[src/rtl/iter_div_unit.sv]
// Multi-cycle restoring radix-2 divider with start/busy/done handshake.
// Produces quotient (LO) and remainder (HI), signed or unsigned, with flush abort.
module iter_div_unit #(
  parameter int WIDTH     = 32,
  parameter bit SIGNED_EN = 1'b1
) (
  input  logic             clock,
  input  logic             reset_n,
  input  logic             start,
  input  logic             is_signed,
  input  logic [WIDTH-1:0] dividend,
  input  logic [WIDTH-1:0] divisor,
  input  logic             flush,
  output logic             busy,
  output logic             done,
  output logic             div_by_zero,
  output logic [WIDTH-1:0] quotient,
  output logic [WIDTH-1:0] remainder
);

  localparam int CW = $clog2(WIDTH);

  typedef enum logic [1:0] {IDLE, CALC, FIX, DONE} state_t;

  state_t           state;
  state_t           state_next;
  logic [CW-1:0]    cnt;
  logic [WIDTH-1:0] acc;      // dividend bits shift out of the top, quotient bits shift in
  logic [WIDTH-1:0] dsr;
  logic [WIDTH-1:0] prem;
  logic             neg_q;
  logic             neg_r;

  logic             accept;
  logic             dvd_neg;
  logic             dsr_neg;
  logic [WIDTH-1:0] dvd_mag;
  logic [WIDTH-1:0] dsr_mag;
  logic [WIDTH:0]   shifted;
  logic [WIDTH:0]   diff;

  generate
    if (SIGNED_EN) begin : g_signed
      assign dvd_neg = is_signed & dividend[WIDTH-1];
      assign dsr_neg = is_signed & divisor[WIDTH-1];
      assign dvd_mag = dvd_neg ? -dividend : dividend;
      assign dsr_mag = dsr_neg ? -divisor : divisor;
    end else begin : g_unsigned
      logic unused_is_signed;
      assign unused_is_signed = is_signed;
      assign dvd_neg = 1'b0;
      assign dsr_neg = 1'b0;
      assign dvd_mag = dividend;
      assign dsr_mag = divisor;
    end
  endgenerate

  assign accept  = start & ~flush & ((state == IDLE) | (state == DONE));
  assign shifted = {prem, acc[WIDTH-1]};
  assign diff    = shifted - {1'b0, dsr};

  always_comb begin
    state_next = state;
    if (flush) begin
      state_next = IDLE;
    end else begin
      case (state)
        IDLE, DONE: begin
          if (start) state_next = (divisor == '0) ? DONE : CALC;
          else       state_next = IDLE;
        end
        CALC:    if (cnt == '0) state_next = FIX;
        FIX:     state_next = DONE;
        default: state_next = IDLE;
      endcase
    end
  end

  always_ff @(posedge clock or negedge reset_n) begin
    if (!reset_n) begin
      state <= IDLE;
    end else begin
      state <= state_next;
    end
  end

  always_ff @(posedge clock or negedge reset_n) begin
    if (!reset_n) begin
      cnt         <= '0;
      acc         <= '0;
      dsr         <= '0;
      prem        <= '0;
      neg_q       <= 1'b0;
      neg_r       <= 1'b0;
      busy        <= 1'b0;
      done        <= 1'b0;
      div_by_zero <= 1'b0;
      quotient    <= '0;
      remainder   <= '0;
    end else begin
      busy <= (state_next == CALC) || (state_next == FIX);
      done <= (state_next == DONE);
      if (accept) begin
        if (divisor == '0) begin
          quotient    <= '1;
          remainder   <= dividend;
          div_by_zero <= 1'b1;
        end else begin
          acc   <= dvd_mag;
          dsr   <= dsr_mag;
          prem  <= '0;
          cnt   <= CW'(WIDTH - 1);
          neg_q <= dvd_neg ^ dsr_neg;
          neg_r <= dvd_neg;
        end
      end else if (!flush && state == CALC) begin
        // Restoring step: keep the difference only when it did not go negative
        if (!diff[WIDTH]) begin
          prem <= diff[WIDTH-1:0];
          acc  <= {acc[WIDTH-2:0], 1'b1};
        end else begin
          prem <= shifted[WIDTH-1:0];
          acc  <= {acc[WIDTH-2:0], 1'b0};
        end
        if (cnt != '0) cnt <= cnt - 1'b1;
      end else if (!flush && state == FIX) begin
        quotient    <= neg_q ? -acc : acc;
        remainder   <= neg_r ? -prem : prem;
        div_by_zero <= 1'b0;
      end
    end
  end

endmodule

[config.mk]
export PLATFORM = sky130hd
export DESIGN_NAME = iter_div_unit
export DESIGN_NICKNAME = d
export VERILOG_FILES = /design/src/rtl/iter_div_unit.sv
export SDC_FILE = /design/constraint.sdc
export NUM_CORES = 1
export LEC_CHECK = 0
export BUFFER_PORTS_ARGS = -buffer_cell sky130_fd_sc_hd__buf_2
export CAP_MARGIN = 20
export CORE_ASPECT_RATIO = 0.5
export CORE_MARGIN = 2
export CORE_UTILIZATION = 61
export CTS_BUF_LIST = sky130_fd_sc_hd__clkbuf_8
export CTS_CLUSTER_SIZE = 28
export DETAILED_ROUTE_END_ITERATION = 16
export GPL_TIMING_DRIVEN = 0
export PLACE_DENSITY = 0.83
export RECOVER_POWER = 100
export SYNTH_ARGS = -nofsm -noshare
export SYNTH_HDL_FRONTEND = slang
export SYNTH_SLANG_ARGS = --single-unit
[constraint.sdc]
create_clock -name clock -period 12 [get_ports clock]
set_clock_uncertainty 0.15 [all_clocks]
set_input_delay 2.4 -clock clock [delete_from_list [all_inputs] [get_ports clock]]
set_output_delay 2.4 -clock clock [all_outputs]
set_load 0.05 [all_outputs]
# Word level (Yosys, flattened, before mapping)
# Cells that the tools add are included.
# word_totals
ff_bits	172
in_bits	69
output_inout_bits	67
# op_classes
addsub	6
eq_ne	9
n_mux	33
bitwise	8
n_reduce_logical	16
# ops
op	n
32-bit 2-to-1 mux	19
32-bit negator	4
33-bit by 32-bit subtractor with 33-bit output	1
32-bit logical NOT	1
5-bit 2-to-1 mux	4
2-bit equality test, second input constant	4
2-bit 2-to-1 mux	4
2-bit case mux with 3 select lines	1
3-bit AND reduction	2
2-bit nonzero test	3
5-bit logical NOT	1
1-bit 2-to-1 mux	5
5-bit nonzero test	1
5-bit by 1-bit subtractor with 5-bit output, second input constant	1
1-bit bitwise AND	4
2-bit by 1-bit equality test with 1-bit output, second input constant	2
2-bit inequality test, second input constant	2
2-bit AND reduction	2
1-bit logical AND	2
2-bit logical NOT	1
2-bit by 1-bit inequality test with 1-bit output, second input constant	1
1-bit inverter	2
2-bit OR reduction	1
1-bit logical NOT	1
3 further kinds	3

# Logic depth before layout (Yosys ltp)
# depth
ltp_word	7
ltp_mapped	14
mapped_depth_nobuf	12

# Worst setup path after synthesis
# OpenSTA, ideal clock, no wires.
# synth_timing
kind	in2reg
start	input port divisor[2]
end	register dsr[0]
setup_ns	0.134
arrival_ns	5.273
required_time_ns	11.716
slack_ns	6.444
stages	11
n_path_buf	4
cell_sequence	or4_1 -> nor4_1 -> and2_1 -> clkbuf_1 -> nand4_1 -> or4b_2 -> nand2_1 -> clkbuf_1 -> clkbuf_1 -> buf_1 -> o21ai_0
# synth_via
elab_chain_len	3
# synth_lines
element	line_no	source
from (decl)	12	input logic [WIDTH-1:0] divisor,
32-bit logical NOT	104	if (divisor == '0) begin
1-bit inverter (no source line)	--	
2-bit AND reduction (no source line)	--	
to (signal assigned)	110	dsr <= dsr_mag;
to (decl)	29	logic [WIDTH-1:0] dsr;
# Every way passes these cells.
# A chain may end at the register's enable or synchronous reset.

# Final worst setup path
# layout_timing
start	input port divisor[2]
end	register dsr[26]
# layout_via
elab_chain_len	3
word_cells_on_any_way	5
# layout_lines
element
parallel branches: the longest is 3 deep, another holds 32-bit negator
# Parallel ways; which one is timed is not known.

==> results.sh <==
export IMPL_clk_latency_ns=0.48
export IMPL_hpwlAfterDp_mm=27.1
export IMPL_antenna_found_initial=0
export IMPL_syn_area_per_cell_sq_um=8.05
export IMPL_grt_total_usage_pct=35.1
export IMPL_clock_path_buffers=2
export IMPL_cts_sinks=172
export IMPL_synth_mux_area_share_pct=0.256
export IMPL_fin_cells=1883
export IMPL_grt_setup_unrepaired="false"
export IMPL_setup_viol=0
export IMPL_min_period_ns=6.52
export IMPL_synth_top_family_by_area="compound AO/OA/AOI/OAI gates"
export IMPL_row_count=35
export IMPL_worst_setup_path_type="input port to register"
export IMPL_dieArea_sq_um=20400
export IMPL_cp_cell_sequence="clkbuf_1, or4_1, nor4_1, and2_0, clkbuf_1, nand4_1, or4b_2, nand2_1, clkbuf_1, clkbuf_1, clkbuf_1, nand2_1, o21ai_0"
export IMPL_synth_most_common_cell="nand2_1"
export IMPL_drive_above_1_share_pct=7.08
export IMPL_async_flop_share_pct=100
export IMPL_crit_top_cell="clkbuf_1"
export IMPL_crit_buf_inv=5
export IMPL_yosysTopAreaCellShare_pct=36.7
export IMPL_ys_types=60
export IMPL_die_h_microns=102
export IMPL_synth_flop_cell="dfrtp_1"
export IMPL_drc=0
export IMPL_fin_crit_sh_pct=54.4
export IMPL_synth_edf_count=0
export IMPL_crit_family="simple AND/OR/NAND/NOR gates"
export IMPL_vias=11746
export IMPL_pwr_share_clk_pct=27.1
export IMPL_worstPathRequired_ns=12.24
export IMPL_netlist_area_sq_um=11700
export IMPL_nFillCells=1552
export IMPL_p_comb_share_pct=26.6
export IMPL_internal_power_uw=944
export IMPL_multi_input_area_sq_um=6850
export IMPL_htreeDepth=4
export IMPL_grt_pass1_vias=11068
export IMPL_seq_power_share_pct=46.3
export IMPL_relSlewSlack_pct=-144
export IMPL_final_max_slew_violation_count=68
export IMPL_synth_adder_area_share_pct=4.55
export IMPL_grt_pass1_wl_mm=55.8
export IMPL_clock_fmax_mhz=153
export IMPL_swShare_pct=37.5
export IMPL_synthTopCellsByCount="177 x nand2_1, 172 x dfrtp_1, 149 x a21oi_1"
export IMPL_stdcell_area_sq_um=13100
export IMPL_firstDrtPassIters=6
export IMPL_synthSimpleGateAreaFrac_pct=20.8
export IMPL_wl_per_cell_microns=18.7
export IMPL_ys_seq_area_share_pct=36.7
export IMPL_ir_worst_vdd_uv=66.5
export IMPL_grt_max_degree=106
export IMPL_outcome="finished, violations left"
export IMPL_max_stage_delay_ns=0.81
export IMPL_synthTopCellsByArea="dfrtp_1 37%, xor2_1 6.4%, a21oi_1 6.4%, o21ai_0 6.3%, nand2_1 5.7%"
export IMPL_p_per_area_nw_per_um2=116
export IMPL_portBuffers=135
export IMPL_synthXorXnorAreaFrac_pct=10.2
export IMPL_syn_inst=1455
export IMPL_gp_congestion=0.971
export IMPL_p_sw_uw=566
export IMPL_yosysTopAreaCell="dfrtp_1"
export IMPL_core_area_sq_um=18600
export IMPL_whs_ns=0.350
export IMPL_syn_num_nets=1566
export IMPL_setup_tns_ns=0
export IMPL_routed_wl_mm=35.3
export IMPL_dieWidth_microns=200
export IMPL_cts_hold_fix_buffers=0
export IMPL_max_cap_violations=1
export IMPL_post_cts_buffers=0
export IMPL_startpoint_type="input port"
export IMPL_initialDrtViolationCount=1085
export IMPL_regArea_sq_um=4300
export IMPL_placed_cell_area_sq_um=12800
export IMPL_cts_root_buf="clkbuf_8"
export IMPL_ys_warn_count=0
export IMPL_finalHoldViolCount=0
export IMPL_diodes=0
export IMPL_crit_path_top_delay_cell="or4b_2"
export IMPL_synth_ff_latch_count=172
export IMPL_numCtsBuffers=17
export IMPL_initial_core_util_pct=62.9
export IMPL_worstMarginPinSlew_ns=3.66
export IMPL_via_per_inst=6.24
export IMPL_synth_compound_area_share_pct=22.6
export IMPL_io_pins=136
export IMPL_arrival_ns=6.77
export IMPL_area_growth_synth_to_final_pct=11.5
export IMPL_leakagePower_uw=0.00589
export IMPL_ant_nets=0
export IMPL_cts_resized=0
export IMPL_cp_end_kind="register"
export IMPL_post_route_util_pct=70.2
export IMPL_violations="max-capacitance violations, max-slew violations"
export IMPL_cts_tree="done"
export IMPL_min_path_type="register to register"
export IMPL_cp_max_fo=10
export IMPL_dp_cells=1850
export IMPL_nets=1722
export IMPL_overflow=0
export IMPL_clkTransAtPathRegs_ns=0.11
-- power groups by stage --
stage | Sequential (uW) | Clock (uW) | Combinational [uW]
after floorplan | 690 | 0 | 277
after global placement | 703 | 0 | 379
after detailed placement | 709 | 0 | 392
after CTS | 697 | 411 | 396
after global routing | 708 | 437 | 450
final | 699 | 409 | 402
-- layer usage --
metal  track usage [%]  vias up  wire length, microns
li1                  -     5519                     -
met1              45.6     5523                 14400
met2              57.8      609                 16300
met3              8.84       95                  3760
met4              12.3        0                   828
met5                 0        -                     0
-- area by class of cell --
type	count	area share (%)
Buffer	86	2.47
Clock buffer	18	1.90
Clock inverter	14	1.14
Inverter	64	1.84
Multi-Input combinational cell	1133	52.4
Sequential cell	172	33.0
Tap cell	259	2.48
Timing Repair Buffer	137	4.76
-- cells in the final DEF, fill, tap and decap left out, types with 5 or more instances in the layout --
cell type    n
a21o_1      13
a21oi_1    149
a311o_1     18
a31oi_1     18
and3_1      23
buf_2       66
clkbuf_1   154
clkbuf_8    18
dfrtp_1    172
ha_1        41
inv_1       64
inv_8        5
nand2_1    177
nand2b_1    11
nand3_1     27
nand4_1      9
nor2_1     115
nor2b_1      6
nor3_1      55
nor4_1      28
o211ai_1    25
o21ai_0    148
o31ai_1     17
o41ai_1     11
or2_2        5
or3_1       20
or4_1       16
or4_4        5
xnor2_1     51
xor2_1      86
-- sequential cells by signal, summed over array words and instances, names as in the netlist --
| register | cells |
|---|---|
| acc | 32 |
| busy | 1 |
| cnt | 5 |
| div_by_zero | 1 |
| done | 1 |
| dsr | 32 |
| neg_q | 1 |
| neg_r | 1 |
| prem | 32 |
| quotient | 32 |
| remainder | 32 |
| state | 2 |
-- worst paths after layout --
kind,startpoint,to,slack (ns),cells after the start
max,divisor[2],dsr[26]$_DFFE_PN0P_,5.48,13
min,remainder[23]$_DFFE_PN0P_,remainder[23]$_DFFE_PN0P_,0.35,2
min reg2reg,remainder[23]$_DFFE_PN0P_,remainder[23]$_DFFE_PN0P_,0.35,2
max reg2reg,acc[31]$_DFFE_PN0P_,prem[22]$_DFFE_PN0P_,7.39,13
max in group asynchronous,reset_n,dsr[2]$_DFFE_PN0P_,6.64,1
min in group asynchronous,reset_n,dsr[30]$_DFFE_PN0P_,3.02,1
-- cell families after synthesis --
group / Yosys count
AOI/OAI and AO/OA: 439
xor gates and xnor gates: 137
adders and majority gates: 42
buffers and inverters: 150
DFF: 172
muxes: 3
and+or+nand+nor: 512
-- worst reg2reg max path, cell delays in order, from the launching register on --
cell,delay (ns)
dfrtp_1,0.44
inv_1,0.17
ha_1,0.24
fa_1,0.28
nor2b_1,0.08
o31ai_1,0.44
a211oi_1,0.18
o2111ai_1,0.39
a21o_1,0.23
o221ai_1,0.23
nor3_1,0.65
clkbuf_1,0.53
nor4_1,0.17
a311o_1,0.32
-- metrics by stage --
step | worst slack, ns | total power, uW
after floorplan | 6.44 | 967
after global placement | 5.32 | 1080
after detailed placement | 5.20 | 1100
after CTS | 5.68 | 1500
after global routing | 5.40 | 1590
final | 5.48 | 1510
Power figures use the tool's default switching activity.
